File: src/rtl/fifo_pkg.sv
// ============================================================================
// fifo_pkg : pointer-encoding helpers and depth constant shared by the
//            async FIFO blocks (r2w sync, read controller, write scheduler).
// Revision : 1.0
// ============================================================================
`default_nettype none

package fifo_pkg;

  localparam int ADDRSIZE_DEF = 4;
  localparam int DEPTH        = 2**ADDRSIZE_DEF;

  // Helpers work on any pointer width up to PTR_MAXW: callers zero-extend in
  // and truncate the result back to their own width.
  localparam int PTR_MAXW = 16;

  function automatic logic [PTR_MAXW-1:0] bin2gray(input logic [PTR_MAXW-1:0] b);
    return b ^ (b >> 1);
  endfunction

  function automatic logic [PTR_MAXW-1:0] gray2bin(input logic [PTR_MAXW-1:0] g);
    logic [PTR_MAXW-1:0] b;
    b = g;
    for (int s = 1; s < PTR_MAXW; s = s * 2) begin
      b = b ^ (b >> s);
    end
    return b;
  endfunction

endpackage

`default_nettype wire

File: src/rtl/fifo_wr_sched_rr_arbiter.sv
// ============================================================================
// rr_arbiter : round-robin one-hot arbiter; the requester after rr_last has
//              top priority, scanning upward modulo NREQ.
// Revision   : 1.0
// ============================================================================
`default_nettype none

module rr_arbiter #(
  parameter int NREQ = 4,
  parameter int IW   = $clog2(NREQ)
) (
  input  logic [NREQ-1:0] req,
  input  logic            enable,
  input  logic [IW-1:0]   rr_last,
  output logic [NREQ-1:0] grant
);

  logic w_found;

  always_comb begin
    grant   = '0;
    w_found = 1'b0;
    if (enable) begin
      for (int k = 1; k <= NREQ; k++) begin
        for (int j = 0; j < NREQ; j++) begin
          if (!w_found && req[j] && (((int'(rr_last) + k) % NREQ) == j)) begin
            grant[j] = 1'b1;
            w_found  = 1'b1;
          end
        end
      end
    end
  end

endmodule

`default_nettype wire

File: src/rtl/fifo_wr_sched.sv
// ============================================================================
// fifo_wr_sched : write-domain controller of the async FIFO; arbitrates NREQ
//                 requesters onto the write port and owns wptr / wfull.
//                 Optional WR_ALMOST_FULL_EN adds registered walmost_full.
// Revision      : 1.0
// ============================================================================
`default_nettype none

module fifo_wr_sched
  import fifo_pkg::*;
#(
  parameter int ADDRSIZE = 4,
  parameter int DATASIZE = 8,
  parameter int NREQ     = 4,
  parameter int AF_LEVEL = 2
) (
  input  logic                     clk,
  input  logic                     rst,
  input  logic [NREQ-1:0]          req,
  input  logic [NREQ*DATASIZE-1:0] req_data,
  output logic [NREQ-1:0]          grant,
  input  logic [ADDRSIZE:0]        wq2_rptr,
  output logic [ADDRSIZE:0]        wptr,
  output logic [ADDRSIZE-1:0]      waddr,
  output logic [DATASIZE-1:0]      wdata,
  output logic                     wen,
  output logic                     wfull
`ifdef WR_ALMOST_FULL_EN
  ,
  output logic                     walmost_full
`endif
);

  localparam int PW = ADDRSIZE + 1;
  localparam int IW = $clog2(NREQ);
  localparam logic [IW-1:0] RR_RESET = IW'(NREQ - 1);

  logic [PW-1:0] wbin_q, wbin_d;
  logic [PW-1:0] wptr_q, wgray_d;
  logic          wfull_q, wfull_d;
  logic [IW-1:0] rr_last_q, rr_last_d;
  logic          w_arb_en;

  // Holding off grants during reset keeps a request from being consumed by a
  // write whose pointer is about to be cleared.
  assign w_arb_en = !wfull_q && !rst;

  rr_arbiter #(
    .NREQ (NREQ),
    .IW   (IW)
  ) u_arb (
    .req     (req),
    .enable  (w_arb_en),
    .rr_last (rr_last_q),
    .grant   (grant)
  );

  always_comb begin
    wdata     = '0;
    rr_last_d = rr_last_q;
    for (int i = 0; i < NREQ; i++) begin
      if (grant[i]) begin
        wdata     = req_data[i*DATASIZE +: DATASIZE];
        rr_last_d = IW'(i);
      end
    end
  end

  assign wen     = |grant;
  assign waddr   = wbin_q[ADDRSIZE-1:0];
  assign wbin_d  = wbin_q + PW'(wen);
  assign wgray_d = PW'(bin2gray(PTR_MAXW'(wbin_d)));

  // Full when the write pointer has lapped the read pointer by exactly one
  // depth: in gray code that is the top two bits inverted, rest equal.
  assign wfull_d = (wgray_d == {~wq2_rptr[ADDRSIZE:ADDRSIZE-1], wq2_rptr[ADDRSIZE-2:0]});

  always_ff @(posedge clk) begin
    if (rst) begin
      wbin_q    <= '0;
      wptr_q    <= '0;
      wfull_q   <= 1'b0;
      rr_last_q <= RR_RESET;
    end else begin
      wbin_q    <= wbin_d;
      wptr_q    <= wgray_d;
      wfull_q   <= wfull_d;
      rr_last_q <= rr_last_d;
    end
  end

  assign wptr  = wptr_q;
  assign wfull = wfull_q;

`ifdef WR_ALMOST_FULL_EN
  localparam int FIFO_DEPTH = 2**ADDRSIZE;

  logic [PW-1:0] w_rbin, w_used;
  logic          walmost_full_q, walmost_full_d;

  assign w_rbin         = PW'(gray2bin(PTR_MAXW'(wq2_rptr)));
  assign w_used         = wbin_d - w_rbin;
  assign walmost_full_d = (w_used >= PW'(FIFO_DEPTH - AF_LEVEL));

  always_ff @(posedge clk) begin
    if (rst) walmost_full_q <= 1'b0;
    else     walmost_full_q <= walmost_full_d;
  end

  assign walmost_full = walmost_full_q;
`endif

endmodule

`default_nettype wire

File: config.mk
export PLATFORM = sky130hd
export DESIGN_NAME = fifo_wr_sched
export DESIGN_NICKNAME = d
export VERILOG_FILES = /design/src/rtl/fifo_pkg.sv /design/src/rtl/fifo_wr_sched_rr_arbiter.sv /design/src/rtl/fifo_wr_sched.sv
export SDC_FILE = /design/constraint.sdc
export NUM_CORES = 1
export LEC_CHECK = 0
export CAP_MARGIN = 40
export CORE_ASPECT_RATIO = 0.75
export CORE_UTILIZATION = 38
export DETAILED_ROUTE_END_ITERATION = 8
export GPL_ROUTABILITY_DRIVEN = 0
export PLACE_DENSITY = 0.85
export SYNTH_ARGS = -nofsm -noshare
export SYNTH_HDL_FRONTEND = slang
export SYNTH_SLANG_ARGS = --single-unit
File: constraint.sdc
create_clock -name clk -period 6.05 [get_ports clk]
set_input_delay 1.21 -clock clk [delete_from_list [all_inputs] [get_ports clk]]
set_output_delay 1.21 -clock clk [all_outputs]
set_load 0.01 [all_outputs]
== Yosys cells after proc, flatten, opt, wreduce, memory -nomap -nowiden ==
Cells that the tools add are included.

* Equal/unequal tests: 13
* Divide/modulo/power cells: 0
* Reductions and logical operators: 62
* $add $sub $neg: 5
* Magnitude comparators: 0
* Shift-type cells: 0
* $mul: 0
* Bitwise logic cells: 6
* Multiplexer cells: 53

{| class="wikitable"
|+ Operator list
! cell !! count
|-
| $logic_not A32 Y1 || 4
|-
| $mux W1 || 46
|-
| $logic_and A1 B1 Y1 || 32
|-
| $mux W8 || 4
|-
| $eq A3 B3 Y1 const B || 8
|-
| $logic_not A1 Y1 || 17
|-
| $eq A3 B2 Y1 const B || 4
|-
| $reduce_or A2 Y1 || 5
|-
| $add A5 B1 Y5 || 1
|-
| $eq A5 B5 Y1 || 1
|-
| $xor A5 B4 Y5 || 1
|-
| $add A2 B1 Y2 const B || 2
|-
| $add A2 B2 Y2 const B || 2
|-
| $and A1 B1 Y1 const A || 4
|-
| $mux W2 || 2
|-
| $mux W4 || 1
|-
| $reduce_or A4 Y1 || 1
|-
| $reduce_bool A3 Y1 || 1
|-
| $reduce_or A3 Y1 || 1
|-
| $not A2 Y2 || 1
|-
| $reduce_bool A2 Y1 || 1
|}

* Output and inout port bits: 23
* Bits in registers: 13
* Memories kept: 0
* Bits in read-only memories: 0
* RAM bits: 0
* Bits in latches: 0

== Logic depth before layout (Yosys ltp) ==
Gate-level depths: netlist of run 1.

* Depth in word-level cells: 86
* Mapped depth: 14
* Mapped depth without buffers: 12

== Cells and area by module ==
A second synthesis of run 1 with hierarchy kept.

* Cell total of the unflattened synthesis: 120
* Area, all modules: 963.4 µm²

{| class="wikitable"
|+ Modules (own cells, without submodules)
! module !! instances !! cells each !! seq. area each (µm²) !! area an instance (µm²)
|-
| fifo_wr_sched || 1 || 100 || 240.2 || 850.8
|-
| rr_arbiter || 1 || 20 || 0.0 || 112.6
|}

== Worst setup path after synthesis of run 1 ==
Ideal clock, no wire load.

* Path type: in2reg
* From: input port rst
* To: register wfull_q (netlist: wfull)
* Setup slack: 2.352 ns
* Setup time: 0.092 ns
* Path buffers: 1
* Stages: 11
* Arrival time: 3.606 ns
* Cell sequence: nor2_1 o2111a_1 buf_4 nand3b_1 ha_1 ha_1 xor2_1 xor2_1 and3_1 o21ai_1 nor4_1

* Longest elaborated chain between the ends: 7

{| class="wikitable"
|+ RTL lines
! element !! line !! RTL
|-
| start: declaration || fifo_wr_sched.sv:18 || <nowiki>input logic rst,</nowiki>
|-
| $logic_not A1 Y1 || fifo_wr_sched.sv:46 || <nowiki>assign w_arb_en = !wfull_q && !rst;</nowiki>
|-
| $logic_and A1 B1 Y1 || fifo_wr_sched.sv:46 ||
|-
| $mux W4 || fifo_wr_sched_rr_arbiter.sv:23 || <nowiki>if (enable) begin</nowiki>
|-
| via grant[2] || fifo_wr_sched.sv:21 || <nowiki>output logic [NREQ-1:0] grant,</nowiki>
|-
| $reduce_or A4 Y1 || fifo_wr_sched.sv:69 || <nowiki>assign wen = |grant;</nowiki>
|-
| via wen || fifo_wr_sched.sv:26 || <nowiki>output logic wen,</nowiki>
|-
| $add A5 B1 Y5 || fifo_wr_sched.sv:71 || <nowiki>assign wbin_d = wbin_q + PW'(wen);</nowiki>
|-
| $xor A5 B4 Y5 || fifo_pkg.sv:18 || <nowiki>return b ^ (b >> 1);</nowiki>
|-
| $eq A5 B5 Y1 || fifo_wr_sched.sv:76 || <nowiki>assign wfull_d = (wgray_d == {~wq2_rptr[ADDRSIZE:ADDRSIZE-1], wq2_rptr[ADDRSIZE-2:0]});</nowiki>
|-
| end signal: assignment || fifo_wr_sched.sv:87 || <nowiki>wfull_q <= wfull_d;</nowiki>
|-
| end: declaration || fifo_wr_sched.sv:40 || <nowiki>logic wfull_q, wfull_d;</nowiki>
|}

The timed path passes the listed nets, and every way through them passes these cells.
A chain may end at the register's enable or synchronous reset.

== Final worst setup path of run 1 ==
* From: input port rst
* To: output port wdata[5]

* Longest elaborated chain between the ends: 7

{| class="wikitable"
|+ RTL lines
! element !! line !! RTL
|-
| $logic_not A1 Y1 * || fifo_wr_sched.sv:46 ||
|-
| $logic_and A1 B1 Y1 * || fifo_wr_sched.sv:46 ||
|-
| $mux W4 * || fifo_wr_sched_rr_arbiter.sv:23 ||
|-
| $mux W8 (3 in series) || fifo_wr_sched.sv:62 || <nowiki>if (grant[i]) begin</nowiki>
|-
| $mux W8 * || fifo_wr_sched.sv:62 ||
|-
| end: declaration || fifo_wr_sched.sv:25 || <nowiki>output logic [DATASIZE-1:0] wdata,</nowiki>
|}

Every way passes the cells marked *; elsewhere a longest branch is shown, timed or not.

==> results of run 1 <==
layout by cell type (no fill, tap or decap), types with 2 or more instances in the layout:
master,n
nand3b_1,2
inv_1,2
clkdlybuf4s50_1,65
ha_1,2
nor3_1,3
nor2b_1,5
o21ai_0,9
nand2_1,3
clkbuf_4,3
nor3b_1,9
a2bb2oi_1,7
dfxtp_1,12
nand3_1,2
nor2_1,7
xnor2_1,8
a22oi_1,8
and2_1,2
a21oi_1,2
xor2_1,5
cell families after synthesis:
| group | Yosys count | share of synthesized area [%] |
|---|---|---|
| AOI/OAI and AO/OA | 39 | 28.8 |
| DFF | 12 | 24.2 |
| xor gates and xnor gates | 13 | 11.5 |
| and+or+nand+nor | 41 | 26.8 |
| buffers and inverters | 9 | 6.17 |
| adders and majority gates | 2 | 2.52 |
layout make-up:
| type | count | area [µm²] | share of cell area [%] |
|---|---|---|---|
| inverters | 3 | 11.3 | 0.670 |
| clock buffers | 4 | 36.3 | 2.16 |
| multi-input cells | 95 | 692 | 41.2 |
| well taps | 34 | 42.5 | 2.53 |
| repair buffers | 66 | 658 | 39.2 |
| flip-flops and latches | 12 | 240 | 14.3 |
layer usage:
metal / part of all wire (%) / up-vias / global-route usage (%)
met5: 0 / - / 0
met2: 49 / 36 / 36.1
met1: 45 / 547 / 30.3
met3: 4.4 / 4 / 3.93
met4: 1.2 / 0 / 5.45
li1: - / 562 / -
worst max-delay path, delay by kind of cell:
family	cells	cell delay, ns
AND/OR/NAND/NOR	2	0.78
buffers and inverters	2	1.17
AO/OA/AOI/OAI	2	0.38
power by group:
group | switching, W | leakage, nW | internal (W)
combinational | 0.0000595 | 0.500 | 0.0000818
sequential | 0.00000657 | 0.0979 | 0.0000870
clock | 0.0000273 | 0.0210 | 0.0000366
total | 0.0000934 | 0.619 | 0.000205
sequential cells by signal, indices dropped and copies added (netlist names):
name       count
rr_last_q      2
wbin_q         4
wfull          1
wptr           5
final timing paths:
| path | slack [ns] | cells after the start | start | to |
|---|---|---|---|---|
| setup / recovery | 1.30 | 6 | rst | wdata[5] |
| hold / removal | 0.62 | 2 | wptr[4]$_SDFF_PP0_ | wptr[4]$_SDFF_PP0_ |
| setup reg to reg | 2.98 | 12 | rr_last_q[0]$_SDFFE_PP1P_ | wfull$_SDFF_PP0_ |
| hold reg to reg | 0.62 | 2 | wptr[4]$_SDFF_PP0_ | wptr[4]$_SDFF_PP0_ |
through the flow:
stage	instance area, µm²	hold WS [ns]	cells	util (%)
after floorplan	993	0.561	116	-
after global placement	1640	0.576	210	69.0
after detailed placement	1640	0.592	210	69.0
after CTS	1680	0.612	214	70.5
after global routing	1680	0.686	214	70.5
final	1680	0.616	214	70.5
==> results.py, run 1 <==
metrics = {
    "clock_network": {
        "h-tree-depth": 1,
        "ctsResizeCount": 0,
        "cts_buffer_depth": 2,
        "cts_root_buffer": "clkbuf_4",
        "clock_sinks": 12,
        "cts_setup_buffers": 0,
        "clkSlewWorstSetupHoldPaths_ns": 0.08,
        "cts_tree": "yes",
        "numCtsBuffers": 3,
        "clk-insertion-delay-late_ns": 0.28,
        "postCtsHoldBufs": 0,
    },
    "final_layout": {
        "drive_gt1_share_pct": 6.67,
        "area_delta_synth_final_pct": 69.1,
        "fillers": 192,
        "diodes": 0,
        "nNetsFinal": 226,
    },
    "critical_path": {
        "crit_path_top_delay_cell": "clkdlybuf4s50_1",
        "crit_type": "in2out",
        "endpoint_kind": "primary output",
        "crit_required_ns": 4.84,
        "crit_fanout": 12,
        "crit_arrival_ns": 3.54,
        "cp_cell_sequence": "clkdlybuf4s50_1 > or2_1 > nor3_4 > a22oi_1 > a2bb2oi_1 > clkdlybuf4s50_1",
        "cp-start-kind": "input port",
        "cp_common_cell": "clkdlybuf4s50_1",
        "slowest_delay_ns": 0.60,
    },
    "logic_synthesis": {
        "ys.flop_type": "dfxtp_1",
        "ys_ff_latch": 12,
        "postSynthAreaPerCell_um2": 8.56,
        "yosysTopAreaCellShare_pct": 24.2,
        "yosysTopAreaCell": "dfxtp_1",
        "synth_common_cells": "12 x dfxtp_1, 9 x nor3b_1, 9 x o21ai_0",
        "syn-num-nets": 161,
        "synth.cell_area_um2": 993,
        "seq_area_frac_synth_pct": 24.2,
        "synth_edf_count": 0,
        "synthTopCellsByArea": "dfxtp_1 24%, xnor2_1 7.1%, nor3b_1 6.8%",
        "yosysMostFrequentCell": "dfxtp_1",
        "synthCells": 116,
        "synth_cell_types": 43,
        "async_reset_ff_share_pct": 0,
        "synth_warnings": 0,
    },
    "min_path": {
        "hold_path_class": "reg2reg",
    },
    "drt": {
        "vias": 1149,
        "drt_iter0_markers": 55,
        "totalWireLength_mm": 3.16,
        "wl_per_cell_um": 14.8,
        "drt.antenna.violating_nets": 0,
        "routed_via_density": 5.37,
        "drcViolationCount": 0,
        "first_pass_iters": 4,
    },
    "timing": {
        "hold_viol_final": 0,
        "slew_viol_final": 0,
        "min_period_ns": 4.75,
        "fmax_mhz": 210,
        "final.setup.tns_ns": 0,
        "skew_ns": 0.00316,
        "fin_ws_ns": 1.30,
        "slew-limit-headroom_pct": 66.4,
        "rsz0062_at_grt": "false",
        "setup_viol": 0,
        "fin_crit_sh_pct": 78.6,
        "tightest_slew_ns": 0.504,
    },
    "place": {
        "io_buffers": 65,
        "dpl.hpwl_mm": 2.64,
        "post-place-ws_ns": 1.32,
    },
    "grt": {
        "track_usage_pct": 22.2,
        "grt_first_pass_wirelength_mm": 4.59,
        "grt_overflow": 0,
        "grt_pass1_vias": 1012,
        "antenna_found_initial": 0,
        "grt_max_degree": 13,
    },
    "status": {
        "outcome": "completed",
    },
    "floorplan": {
        "die_h_um": 46.3,
        "ios": 66,
        "start_util_pct": 41.7,
        "dieArea_um2": 2820,
        "fp-row-count": 15,
        "fp.coreArea_um2": 2380,
        "dieWidth_um": 61.0,
    },
    "job": {
        "drv_cap": 0,
    },
    "power": {
        "p_leak_nw": 0.619,
        "fin_total_pwr_w": 0.000299,
        "p_per_area_nw_per_um2": 178,
        "vdd_drop_max_mv": 0.177,
    },
}
Note: power is estimated with default switching activity, not from simulation.
==> run 2: changes to the inputs <==
--- a/config.mk
+++ b/config.mk
@@ -7,10 +7,10 @@
 export LEC_CHECK = 0
 export CAP_MARGIN = 40
 export CORE_ASPECT_RATIO = 0.75
-export CORE_UTILIZATION = 38
+export CORE_UTILIZATION = 32
 export DETAILED_ROUTE_END_ITERATION = 8
 export GPL_ROUTABILITY_DRIVEN = 0
-export PLACE_DENSITY = 0.85
+export PLACE_DENSITY = 0.76
 export SYNTH_ARGS = -nofsm -noshare
 export SYNTH_HDL_FRONTEND = slang
 export SYNTH_SLANG_ARGS = --single-unit
==> constraint.sdc (replaced) <==
create_clock -name clk -period 4 [get_ports clk]
set_input_delay 0.8 -clock clk [delete_from_list [all_inputs] [get_ports clk]]
set_output_delay 0.8 -clock clk [all_outputs]
set_load 0.01 [all_outputs]
==> run 2 against run 1 <==
- sequential share of layout area down 0.32 points
- first-iteration DRC count fell by 45%
- final cell count up 2.8%
- non-clock buffer count rose by 2
- global-route usage is 2.6 points lower
- cell area rose by 2.3%
- largest cell class unchanged
==> results.py, run 2 (synthesized netlist as in run 1, its figures left out) <==
metrics = {
    "status": {
        "outcome": "completed",
    },
    "critical_path": {
        "crit_fanout": 10,
        "crit_required_ns": 3.20,
        "cp_cell_sequence": "clkdlybuf4s50_1 > o22ai_1 > a21oi_1 > nor3_4 > a22oi_1 > a2bb2oi_1 > clkdlybuf4s50_1",
        "r2r_end": "wfull$_SDFF_PP0_",
        "r2r_start": "rr_last_q[0]$_SDFFE_PP1P_",
        "r2r_setup_slack_ns": 1.06,
        "critPathCapture": "wdata[6]",
        "cp_common_cell": "clkdlybuf4s50_1",
        "cp-start-kind": "input port",
        "cp-startpoint": "req[3]",
        "endpoint_kind": "primary output",
        "crit_arrival_ns": 2.96,
        "crit_type": "in2out",
        "crit_path_top_delay_cell": "clkdlybuf4s50_1",
        "worstRegToRegCells": 12,
        "slowest_delay_ns": 0.56,
    },
    "floorplan": {
        "start_util_pct": 33.6,
        "fp-row-count": 17,
        "dieArea_um2": 3330,
        "die_h_um": 50.3,
        "fp.coreArea_um2": 2960,
        "ios": 66,
        "dieWidth_um": 66.3,
    },
    "power": {
        "p_per_area_nw_per_um2": 284,
        "p_leak_nw": 0.637,
        "vdd_drop_max_mv": 0.131,
    },
    "drt": {
        "routed_via_density": 5.15,
        "drcViolationCount": 0,
        "drt_iter0_markers": 30,
        "vias": 1134,
        "totalWireLength_mm": 2.95,
        "first_pass_iters": 4,
        "drt.antenna.violating_nets": 0,
        "wl_per_cell_um": 13.4,
    },
    "timing": {
        "setup_viol": 0,
        "fin_crit_sh_pct": 94.0,
        "slew-limit-headroom_pct": 70.3,
        "tightest_slew_ns": 0.443,
        "skew_ns": 0.00151,
        "fmax_mhz": 266,
        "min_period_ns": 3.76,
        "rsz0062_at_grt": "false",
        "hold_viol_final": 0,
        "final.setup.tns_ns": 0,
        "slew_viol_final": 0,
    },
    "clock_network": {
        "cts_setup_buffers": 0,
        "clock_sinks": 12,
        "cts_buffer_depth": 2,
        "cts_tree": "yes",
        "clkSlewWorstSetupHoldPaths_ns": 0.05,
        "h-tree-depth": 1,
        "clk-insertion-delay-late_ns": 0.24,
        "numCtsBuffers": 3,
        "postCtsHoldBufs": 0,
        "ctsResizeCount": 0,
        "cts_root_buffer": "clkbuf_8",
    },
    "grt": {
        "grt_max_degree": 12,
        "antenna_found_initial": 0,
        "grt_overflow": 0,
        "grt_pass1_vias": 1122,
        "track_usage_pct": 19.6,
        "grt_first_pass_wirelength_mm": 4.95,
    },
    "final_layout": {
        "final_common_cell": "clkdlybuf4s50_1",
        "diodes": 0,
        "largest_reg_flops": 5,
        "area_delta_synth_final_pct": 73.0,
        "layout.cells.non_filler": 220,
        "final_cell_mix": "65 x clkdlybuf4s50_1, 12 x dfxtp_1, 9 x o21ai_0, 9 x nor3b_1",
        "nNetsFinal": 228,
        "drive_gt1_share_pct": 7.69,
    },
    "min_path": {
        "hold_path_class": "reg2reg",
    },
    "job": {
        "drv_cap": 0,
    },
    "place": {
        "place_inst": 216,
        "dpl.hpwl_mm": 2.45,
        "io_buffers": 65,
    },
}
==> run 2: worst min-delay path by stage <==
stage,from,slack [ns],depth (start not counted),to
3_3_place_gp,wbin_q[1]$_SDFF_PP0_,0.60,3,wbin_q[3]$_SDFF_PP0_
4_1_cts,wbin_q[1]$_SDFF_PP0_,0.62,3,wbin_q[3]$_SDFF_PP0_
2_1_floorplan,rr_last_q[1]$_SDFFE_PP1P_,0.56,2,rr_last_q[1]$_SDFFE_PP1P_
5_1_grt,wbin_q[1]$_SDFF_PP0_,0.67,3,wbin_q[3]$_SDFF_PP0_
3_5_place_dp,wbin_q[1]$_SDFF_PP0_,0.60,3,wbin_q[3]$_SDFF_PP0_
6_report,wptr[4]$_SDFF_PP0_,0.62,2,wptr[4]$_SDFF_PP0_
==> run 2: critical path: cells and delay by family <==
family / cells / cell delay, ns
compound gates: 4 / 0.64
buf+inv: 2 / 1.07
simple gates: 1 / 0.43
==> run 2: cell type report <==
| cell class | instances | area, µm² |
|---|---|---|
| Fill cell | 255 | 1240 |
| Multi-Input combinational cell | 95 | 692 |
| Timing Repair Buffer | 68 | 673 |
| Sequential cell | 12 | 240 |
| Clock buffer | 4 | 55.1 |
| Tap cell | 38 | 47.5 |
| Inverter | 3 | 11.3 |
==> run 2: power breakdown <==
group	internal [W]	switching, W
logic	0.000125	0.0000893
clock network	0.0000869	0.0000445
registers	0.000132	0.0000106
==> run 2: metrics by stage <==
step | instance area (µm²) | hold WS, ns | total power, W | setup WS [ns] | utilization, %
final | 1720 | 0.619 | 0.000489 | 0.241 | 58.1
after CTS | 1720 | 0.618 | 0.000494 | 0.222 | 58.1
after global placement | 1660 | 0.597 | 0.000355 | 0.286 | 56.3
after floorplan | 993 | 0.561 | 0.000252 | 0.712 | -
after detailed placement | 1660 | 0.603 | 0.000358 | 0.223 | 56.3
after global routing | 1720 | 0.668 | 0.000521 | 0.0694 | 58.1
==> run 2: per-layer routing <==
| layer | GRT usage [%] | share of wire (%) |
|---|---|---|
| met5 | 0 | 0 |
| met4 | 4.26 | 1.2 |
| met3 | 5.23 | 5.7 |
| met2 | 32.5 | 48 |
| met1 | 25.2 | 45 |
